$ cat config.mk
export PLATFORM = sky130hd
export DESIGN_NAME = fetch_stage
export DESIGN_NICKNAME = d
export VERILOG_FILES = /design/src/rtl/fetch_stage_pkg.sv /design/src/rtl/fetch_fifo.sv /design/src/rtl/fetch_stage.sv
export SDC_FILE = /design/constraint.sdc
export NUM_CORES = 1
export LEC_CHECK = 0
export CAP_MARGIN = 20
export CORE_MARGIN = 3
export CORE_UTILIZATION = 25
export DETAILED_ROUTE_END_ITERATION = 16
export GPL_ROUTABILITY_DRIVEN = 0
export GPL_TIMING_DRIVEN = 0
export PLACE_DENSITY = 0.43
export SETUP_SLACK_MARGIN = 0.5
export SYNTH_ARGS = -nofsm -noshare
export SYNTH_HDL_FRONTEND = slang
export SYNTH_HIERARCHICAL = 1
export SYNTH_SLANG_ARGS = --single-unit
$ cat constraint.sdc
create_clock -name clk_i -period 4.4 [get_ports clk_i]
set_input_delay 0.88 -clock clk_i [delete_from_list [all_inputs] [get_ports clk_i]]
set_output_delay 0.88 -clock clk_i [all_outputs]
set_load 0.005 [all_outputs]
$ cat src/rtl/fetch_stage_pkg.sv
// Shared types and helpers for the CARPCore fetch stage.
package fetch_stage_pkg;

   // {pc, next_pc} of the instruction presented to decode
   typedef struct packed {
      logic [31:0] pc;
      logic [31:0] next_pc;
   } fetch_state_t;

   // Pipeline control coming from the hazard unit
   typedef struct packed {
      logic stall;
      logic squash;
   } stage_ctrl_t;

   // One instruction buffer entry
   typedef struct packed {
      logic [31:0] pc;
      logic [31:0] inst;
   } fifo_entry_t;

   localparam logic [31:0] NOP = 32'h0000_0013;

   // Sequential successor of a fetch address, 32-bit wrapping
   function automatic logic [31:0] pc_inc(input logic [31:0] pc);
      return pc + 32'd4;
   endfunction

   // Force a fetch address onto a word boundary
   function automatic logic [31:0] word_align(input logic [31:0] addr);
      return addr & 32'hFFFF_FFFC;
   endfunction

endpackage

$ cat src/rtl/fetch_fifo.sv
// Synchronous {pc, inst} instruction buffer with flush; DEPTH must be a power of 2.
module fetch_fifo
   import fetch_stage_pkg::*;
#(
   parameter int unsigned DEPTH = 4
) (
   input  logic                     clk_i,
   input  logic                     rst_ni,
   input  logic                     flush_i,
   input  logic                     push_i,
   input  fifo_entry_t              push_data_i,
   input  logic                     pop_i,
   output fifo_entry_t              head_o,
   output logic [$clog2(DEPTH):0]   count_o,
   output logic                     full_o,
   output logic                     empty_o
);

   localparam int unsigned PTR_W = $clog2(DEPTH);
   localparam int unsigned CNT_W = PTR_W + 1;

   fifo_entry_t        mem_r [DEPTH];
   logic [PTR_W-1:0]   rd_ptr_r;
   logic [PTR_W-1:0]   wr_ptr_r;
   logic [CNT_W-1:0]   count_r;
   logic               pop_acc_s;
   logic               push_acc_s;

   // A pop frees a slot in the same cycle, so push+pop on a full buffer is accepted
   assign empty_o    = (count_r == CNT_W'(1'b0));
   assign full_o     = (count_r == CNT_W'(DEPTH));
   assign pop_acc_s  = pop_i & ~empty_o;
   assign push_acc_s = push_i & (~full_o | pop_acc_s);
   assign head_o     = mem_r[rd_ptr_r];
   assign count_o    = count_r;

   // Pointer, occupancy and storage update; flush empties the buffer
   always_ff @(posedge clk_i or negedge rst_ni) begin
      if (!rst_ni) begin
         rd_ptr_r <= PTR_W'(1'b0);
         wr_ptr_r <= PTR_W'(1'b0);
         count_r  <= CNT_W'(1'b0);
         for (int i = 0; i < int'(DEPTH); i++) begin
            mem_r[i] <= '{pc: 32'h0000_0000, inst: 32'h0000_0000};
         end
      end else if (flush_i) begin
         rd_ptr_r <= PTR_W'(1'b0);
         wr_ptr_r <= PTR_W'(1'b0);
         count_r  <= CNT_W'(1'b0);
      end else begin
         if (push_acc_s) begin
            mem_r[wr_ptr_r] <= push_data_i;
            wr_ptr_r        <= wr_ptr_r + PTR_W'(1'b1);
         end
         if (pop_acc_s) begin
            rd_ptr_r <= rd_ptr_r + PTR_W'(1'b1);
         end
         count_r <= count_r + CNT_W'(push_acc_s) - CNT_W'(pop_acc_s);
      end
   end

endmodule

$ cat src/rtl/fetch_stage.sv
// CARPCore fetch stage: PC ownership, imem req/gnt/rvalid master, instruction buffer
// and fetch->decode pipe register. Optional build macro FETCH_PERF_CNT_EN adds
// saturating bubble/discard performance counters.
module fetch_stage
   import fetch_stage_pkg::*;
#(
   parameter logic [31:0] BOOT_ADDR       = 32'h0000_0000,
   parameter int unsigned FIFO_DEPTH      = 4,
   parameter int unsigned MAX_OUTSTANDING = 2
) (
   input  logic          clk_i,
   input  logic          rst_ni,
   input  stage_ctrl_t   stage_ctrl_i,
   input  logic          redirect_i,
   input  logic [31:0]   redirect_pc_i,
   output logic          imem_req_o,
   output logic [31:0]   imem_addr_o,
   input  logic          imem_gnt_i,
   input  logic          imem_rvalid_i,
   input  logic [31:0]   imem_rdata_i,
   output logic          valid_o,
   output fetch_state_t  fetch_state_o,
   output logic [31:0]   inst_o
`ifdef FETCH_PERF_CNT_EN
   ,
   output logic [31:0]   perf_bubble_o,
   output logic [31:0]   perf_discard_o
`endif
);

   localparam int unsigned PTR_W = $clog2(FIFO_DEPTH);
   localparam int unsigned CNT_W = PTR_W + 1;
   localparam int unsigned SUM_W = CNT_W + 1;

   logic [31:0]        pc_r;
   logic [CNT_W-1:0]   outstanding_r;
   logic [CNT_W-1:0]   discard_r;
   logic [31:0]        pcq_r [FIFO_DEPTH];
   logic [PTR_W-1:0]   pcq_rd_r;
   logic [PTR_W-1:0]   pcq_wr_r;

   logic [CNT_W-1:0]   fifo_count_s;
   logic               fifo_full_s;
   logic               fifo_empty_s;
   fifo_entry_t        fifo_head_s;
   fifo_entry_t        fifo_push_data_s;
   logic               fifo_push_s;
   logic               fifo_pop_s;

   logic [SUM_W-1:0]   credit_sum_s;
   logic               credit_s;
   logic               req_s;
   logic               gnt_acc_s;
   logic               resp_live_s;
   logic               push_s;
   logic               drop_s;
   logic [31:0]        redirect_target_s;

   // Credit counts both buffered words and words still in flight so the buffer never overflows
   assign credit_sum_s      = SUM_W'(outstanding_r) + SUM_W'(fifo_count_s);
   assign credit_s          = (credit_sum_s < SUM_W'(FIFO_DEPTH)) &&
                              (outstanding_r < CNT_W'(MAX_OUTSTANDING));
   assign req_s             = rst_ni & credit_s & ~redirect_i;
   assign gnt_acc_s         = req_s & imem_gnt_i;
   assign imem_req_o        = req_s;
   assign imem_addr_o       = pc_r;
   assign redirect_target_s = word_align(redirect_pc_i);

   // Classify each response: delivered to the buffer, or dropped as old-stream / redirected
   always_comb begin
      resp_live_s = 1'b0;
      push_s      = 1'b0;
      drop_s      = 1'b0;
      if (imem_rvalid_i) begin
         resp_live_s = (discard_r == CNT_W'(1'b0));
         push_s      = resp_live_s & ~redirect_i;
         drop_s      = ~push_s;
      end else begin
         resp_live_s = 1'b0;
         push_s      = 1'b0;
         drop_s      = 1'b0;
      end
   end

   assign fifo_pop_s       = ~redirect_i & ~stage_ctrl_i.stall & ~fifo_empty_s;
   assign fifo_push_s      = push_s & (~fifo_full_s | fifo_pop_s);
   assign fifo_push_data_s = '{pc: pcq_r[pcq_rd_r], inst: imem_rdata_i};

   fetch_fifo #(
      .DEPTH (FIFO_DEPTH)
   ) u_fifo (
      .clk_i       (clk_i),
      .rst_ni      (rst_ni),
      .flush_i     (redirect_i),
      .push_i      (fifo_push_s),
      .push_data_i (fifo_push_data_s),
      .pop_i       (fifo_pop_s),
      .head_o      (fifo_head_s),
      .count_o     (fifo_count_s),
      .full_o      (fifo_full_s),
      .empty_o     (fifo_empty_s)
   );

   // Fetch PC, in-flight count and count of old-stream responses still to be dropped
   always_ff @(posedge clk_i or negedge rst_ni) begin
      if (!rst_ni) begin
         pc_r          <= BOOT_ADDR;
         outstanding_r <= CNT_W'(1'b0);
         discard_r     <= CNT_W'(1'b0);
      end else begin
         outstanding_r <= outstanding_r + CNT_W'(gnt_acc_s) - CNT_W'(imem_rvalid_i);
         if (redirect_i) begin
            pc_r      <= redirect_target_s;
            discard_r <= outstanding_r - CNT_W'(imem_rvalid_i);
         end else begin
            if (gnt_acc_s) begin
               pc_r <= pc_inc(pc_r);
            end
            if (imem_rvalid_i && !resp_live_s) begin
               discard_r <= discard_r - CNT_W'(1'b1);
            end
         end
      end
   end

   // PCs of live granted requests, consumed in order as their words return
   always_ff @(posedge clk_i or negedge rst_ni) begin
      if (!rst_ni) begin
         pcq_rd_r <= PTR_W'(1'b0);
         pcq_wr_r <= PTR_W'(1'b0);
         for (int i = 0; i < int'(FIFO_DEPTH); i++) begin
            pcq_r[i] <= 32'h0000_0000;
         end
      end else if (redirect_i) begin
         pcq_rd_r <= PTR_W'(1'b0);
         pcq_wr_r <= PTR_W'(1'b0);
      end else begin
         if (gnt_acc_s) begin
            pcq_r[pcq_wr_r] <= pc_r;
            pcq_wr_r        <= pcq_wr_r + PTR_W'(1'b1);
         end
         if (resp_live_s) begin
            pcq_rd_r <= pcq_rd_r + PTR_W'(1'b1);
         end
      end
   end

   // Fetch->decode pipe register; redirect kills it even while stalled
   always_ff @(posedge clk_i or negedge rst_ni) begin
      if (!rst_ni) begin
         valid_o       <= 1'b0;
         fetch_state_o <= '{pc: 32'h0000_0000, next_pc: 32'h0000_0000};
         inst_o        <= 32'h0000_0000;
      end else if (redirect_i) begin
         valid_o <= 1'b0;
      end else if (!stage_ctrl_i.stall) begin
         valid_o <= ~fifo_empty_s & ~stage_ctrl_i.squash;
         if (!fifo_empty_s) begin
            fetch_state_o <= '{pc: fifo_head_s.pc, next_pc: pc_inc(fifo_head_s.pc)};
            inst_o        <= fifo_head_s.inst;
         end
      end
   end

`ifdef FETCH_PERF_CNT_EN
   // Saturating counters: unstalled cycles with nothing to hand over, and dropped words
   always_ff @(posedge clk_i or negedge rst_ni) begin
      if (!rst_ni) begin
         perf_bubble_o  <= 32'h0000_0000;
         perf_discard_o <= 32'h0000_0000;
      end else begin
         if (!stage_ctrl_i.stall && fifo_empty_s && (perf_bubble_o != 32'hFFFF_FFFF)) begin
            perf_bubble_o <= perf_bubble_o + 32'd1;
         end
         if (drop_s && (perf_discard_o != 32'hFFFF_FFFF)) begin
            perf_discard_o <= perf_discard_o + 32'd1;
         end
      end
   end
`endif

endmodule
==> results.ini <==
[status]
outcome = completed

[logic_synthesis]
yosys.area.top_type = dfrtp_1
syn_area_sq_mm = 0.0238
ys_dominant_reg_cell = dfrtp_1
synthMuxAreaShare = 0.280
synth_cells = 1716
avgSynthCellArea_sq_um = 13.9
synthAdderAreaFrac = 0.0127
synth_edf_count = 0
ys_seq_area_frac = 0.545
synth_area_leaders = dfrtp_1, mux2_2, mux4_2
synth_top_family_by_area = multiplexers
synth_cell_type_count = 61
synth_compound_area_frac = 0.0280
synth_top_area_frac = 0.545
synth-simple-area-share = 0.0850
yosysMostFrequentCell = dfrtp_1
async_flop_share = 1.00
synth_xor_area_frac = 0.0158
ys_warn_count = 6
synth-seq-cells = 518
synthTopCellsByCount = dfrtp_1, nand2_1, mux2_2

[placed_design]
place_ws_ns = -1.65
dp_hpwl_microns = 47500
port_buffers = 196

[global_routing]
grt_pass1_vias = 16100
antenna_found_initial = 1
grt-ovfl-total = 0
grt_busiest_layer = met2
grt_util_met3 = 0.0275
use_met1 = 0.195
met2_usage = 0.219
grt.total_usage = 0.137
grt_pass1_wl_microns = 104000
grt_start_max_net_pins = 116

[pwr]
irDropWorstVdd_mv = 0.342
power_density_mw_per_mm2 = 496
leakagePower_uw = 0.0135
power_uw = 14800

[route]
wl_per_cell_microns = 20.5
num_vias = 14800
drt_iter0_drc = 763
vias_per_cell = 4.49
routed_wl_microns = 67600
dr.pass1.iters = 7
drcViolationCount = 0
ant_nets = 0

[timing]
hold_violations = 0
worst_slew_pin_slew_ns = 0.823
slew_viol_final = 0
setup_slack_ns = 0.574
clock_skew_ns = 0.0464
min_period_ns = 3.83
hold_slack_ns = 0.276
slew_headroom = 0.451
rsz0062_at_grt = true
setup_tns_ns = 0
finalCritPeriodShare = 0.870
clock.fmax_ghz = 0.261
finalSetupViolations = 0

[clock_network]
cts_tree = built
clk_pin_slew_ns = 0.06
cts_max_level = 2
numCtsBuffers = 60
clock_latency_ns = 0.64
cts_max_path_buffers = 3
cts.sinks = 518
clockRootBuffer = clkbuf_16

[worst_setup_path]
required_ns = 4.94
end_kind = flop
criticalPathCategory = in2reg
crit_path_start_kind = primary input
crit_slowest_cell = or3_4
max_stage_delay_ns = 0.47
cp-startpoint = stage_ctrl_i[1]
r2r-start = u_fifo/count_o[1]$_DFF_PN0_
path_max_fanout = 10
cp_cell_sequence = clkdlybuf4s50_1, or3_4, clkbuf_4, clkbuf_2, a211oi_4, nand2b_1, ha_1, inv_1, ha_1, inv_1, fa_1, xor2_1, and2_1, nor3_1
cp.arrival_ns = 4.37
worstRegToRegCells = 14

[finish]
nets = 2092
syn_to_final_growth_pct = 25.4
drive_above_1_share = 0.325
fillCellCount = 9318

[floorplan]
core_area_sq_mm = 0.0937
dieArea_sq_mm = 0.0988
row_count = 112
die_h_microns = 314
die_w_microns = 314
start_util = 0.254
ios = 201

[flow_run]
maxCapViolations = 0

[hold_path]
hp-class = in2async

[routing by layer]
layer,up-vias,share of wire,wire [microns]
met5,-,0,0
met4,0,0.014,953
met3,66,0.048,3250
met2,310,0.46,30900
met1,7777,0.48,32500
li1,6674,-,-
[flip-flops by register name, summed over array words and instances, names as in the netlist, 3 cells and up]
register and count:
u_fifo/mem_r 256, u_fifo/count_o 3, discard_r 3, outstanding_r 3
imem_addr_o 30, fetch_state_o 62, inst_o 32, pcq_r 120
[report_power, final]
group	internal, uW	leakage, uW	switching (uW)
Combinational	1840	0.00537	1500
Sequential	5550	0.00704	538
Clock	3280	0.00106	2080
[worst paths after layout]
check	to	slack (ns)
setup / recovery	u_fifo/count_o[2]$_DFF_PN0_	0.57
hold / removal	imem_addr_o[26]$_DFFE_PN0P_	0.28
setup reg to reg	u_fifo/count_o[2]$_DFF_PN0_	0.61
hold reg to reg	inst_o[16]$_DFFE_PN0P_	0.47
max in group asynchronous	u_fifo/mem_r[224]$_DFFE_PN0P_	2.62
min in group clk_i	inst_o[16]$_DFFE_PN0P_	0.47
[cell usage in the layout (no fill, tap or decap), drive strengths merged, types with 12 or more instances in the layout]
cell	n
nand3	25
inv	28
dfrtp	518
xnor2	22
nand2	287
mux2	361
o21ai	72
clkdlybuf4s50	194
xor2	21
nand4	22
clkbuf	135
buf	77
ha	21
nor2	23
and3	12
mux4	94
nor3	16
clkinv	12
[per-stage QoR]
step,instance area (sq um),std cells,utilization
2_1_floorplan,23800,1725,-
3_3_place_gp,27300,3175,0.292
3_5_place_dp,27500,3180,0.293
4_1_cts,29800,3298,0.317
5_1_grt,29800,3301,0.318
6_report,29800,3302,0.318
[cells by family (layout without fill, tap and decap cells)]
family	after synthesis	count (layout)
compound gates	112	112
xor+xnor	43	43
fa+ha+maj	23	23
buf+inv	135	457
flops	518	518
mux	457	457
other cells	1	11
simple gates	427	427
[repair_timing]
| item | CTS | global route |
|---|---|---|
| buffers inserted | 6 | 2 |
| endpoints found under the setup margin | 279 | 255 |
| endpoints found under the hold margin | 0 | 0 |
| pin swaps | 3 | 1 |
| gates cloned | 1 | 0 |
| hold buffers | 0 | 0 |
| resized for setup | 9 | 12 |
[worst max-delay path, delay by kind of cell]
family	cells	cell delay, ns
AO/OA/AOI/OAI	1	0.43
buffers and inverters	5	1.14
adder cells (fa/ha/maj)	3	0.81
XOR/XNOR	1	0.16
AND/OR/NAND/NOR	4	0.91
[layout make-up]
| class | instances | area (sq um) | area share |
|---|---|---|---|
| diodes | 1 | 2.50 | 0.0000839 |
| inverters | 27 | 101 | 0.00340 |
| well taps | 1254 | 1570 | 0.0526 |
| plain buffers | 108 | 699 | 0.0235 |
| clock inverters | 22 | 367 | 0.0123 |
| flip-flops and latches | 518 | 13000 | 0.435 |
| clock buffers | 89 | 1790 | 0.0601 |
| repair buffers | 211 | 2230 | 0.0749 |
| multi-input cells | 1072 | 10100 | 0.338 |
No activity file was read; power rests on OpenSTA's default activity.
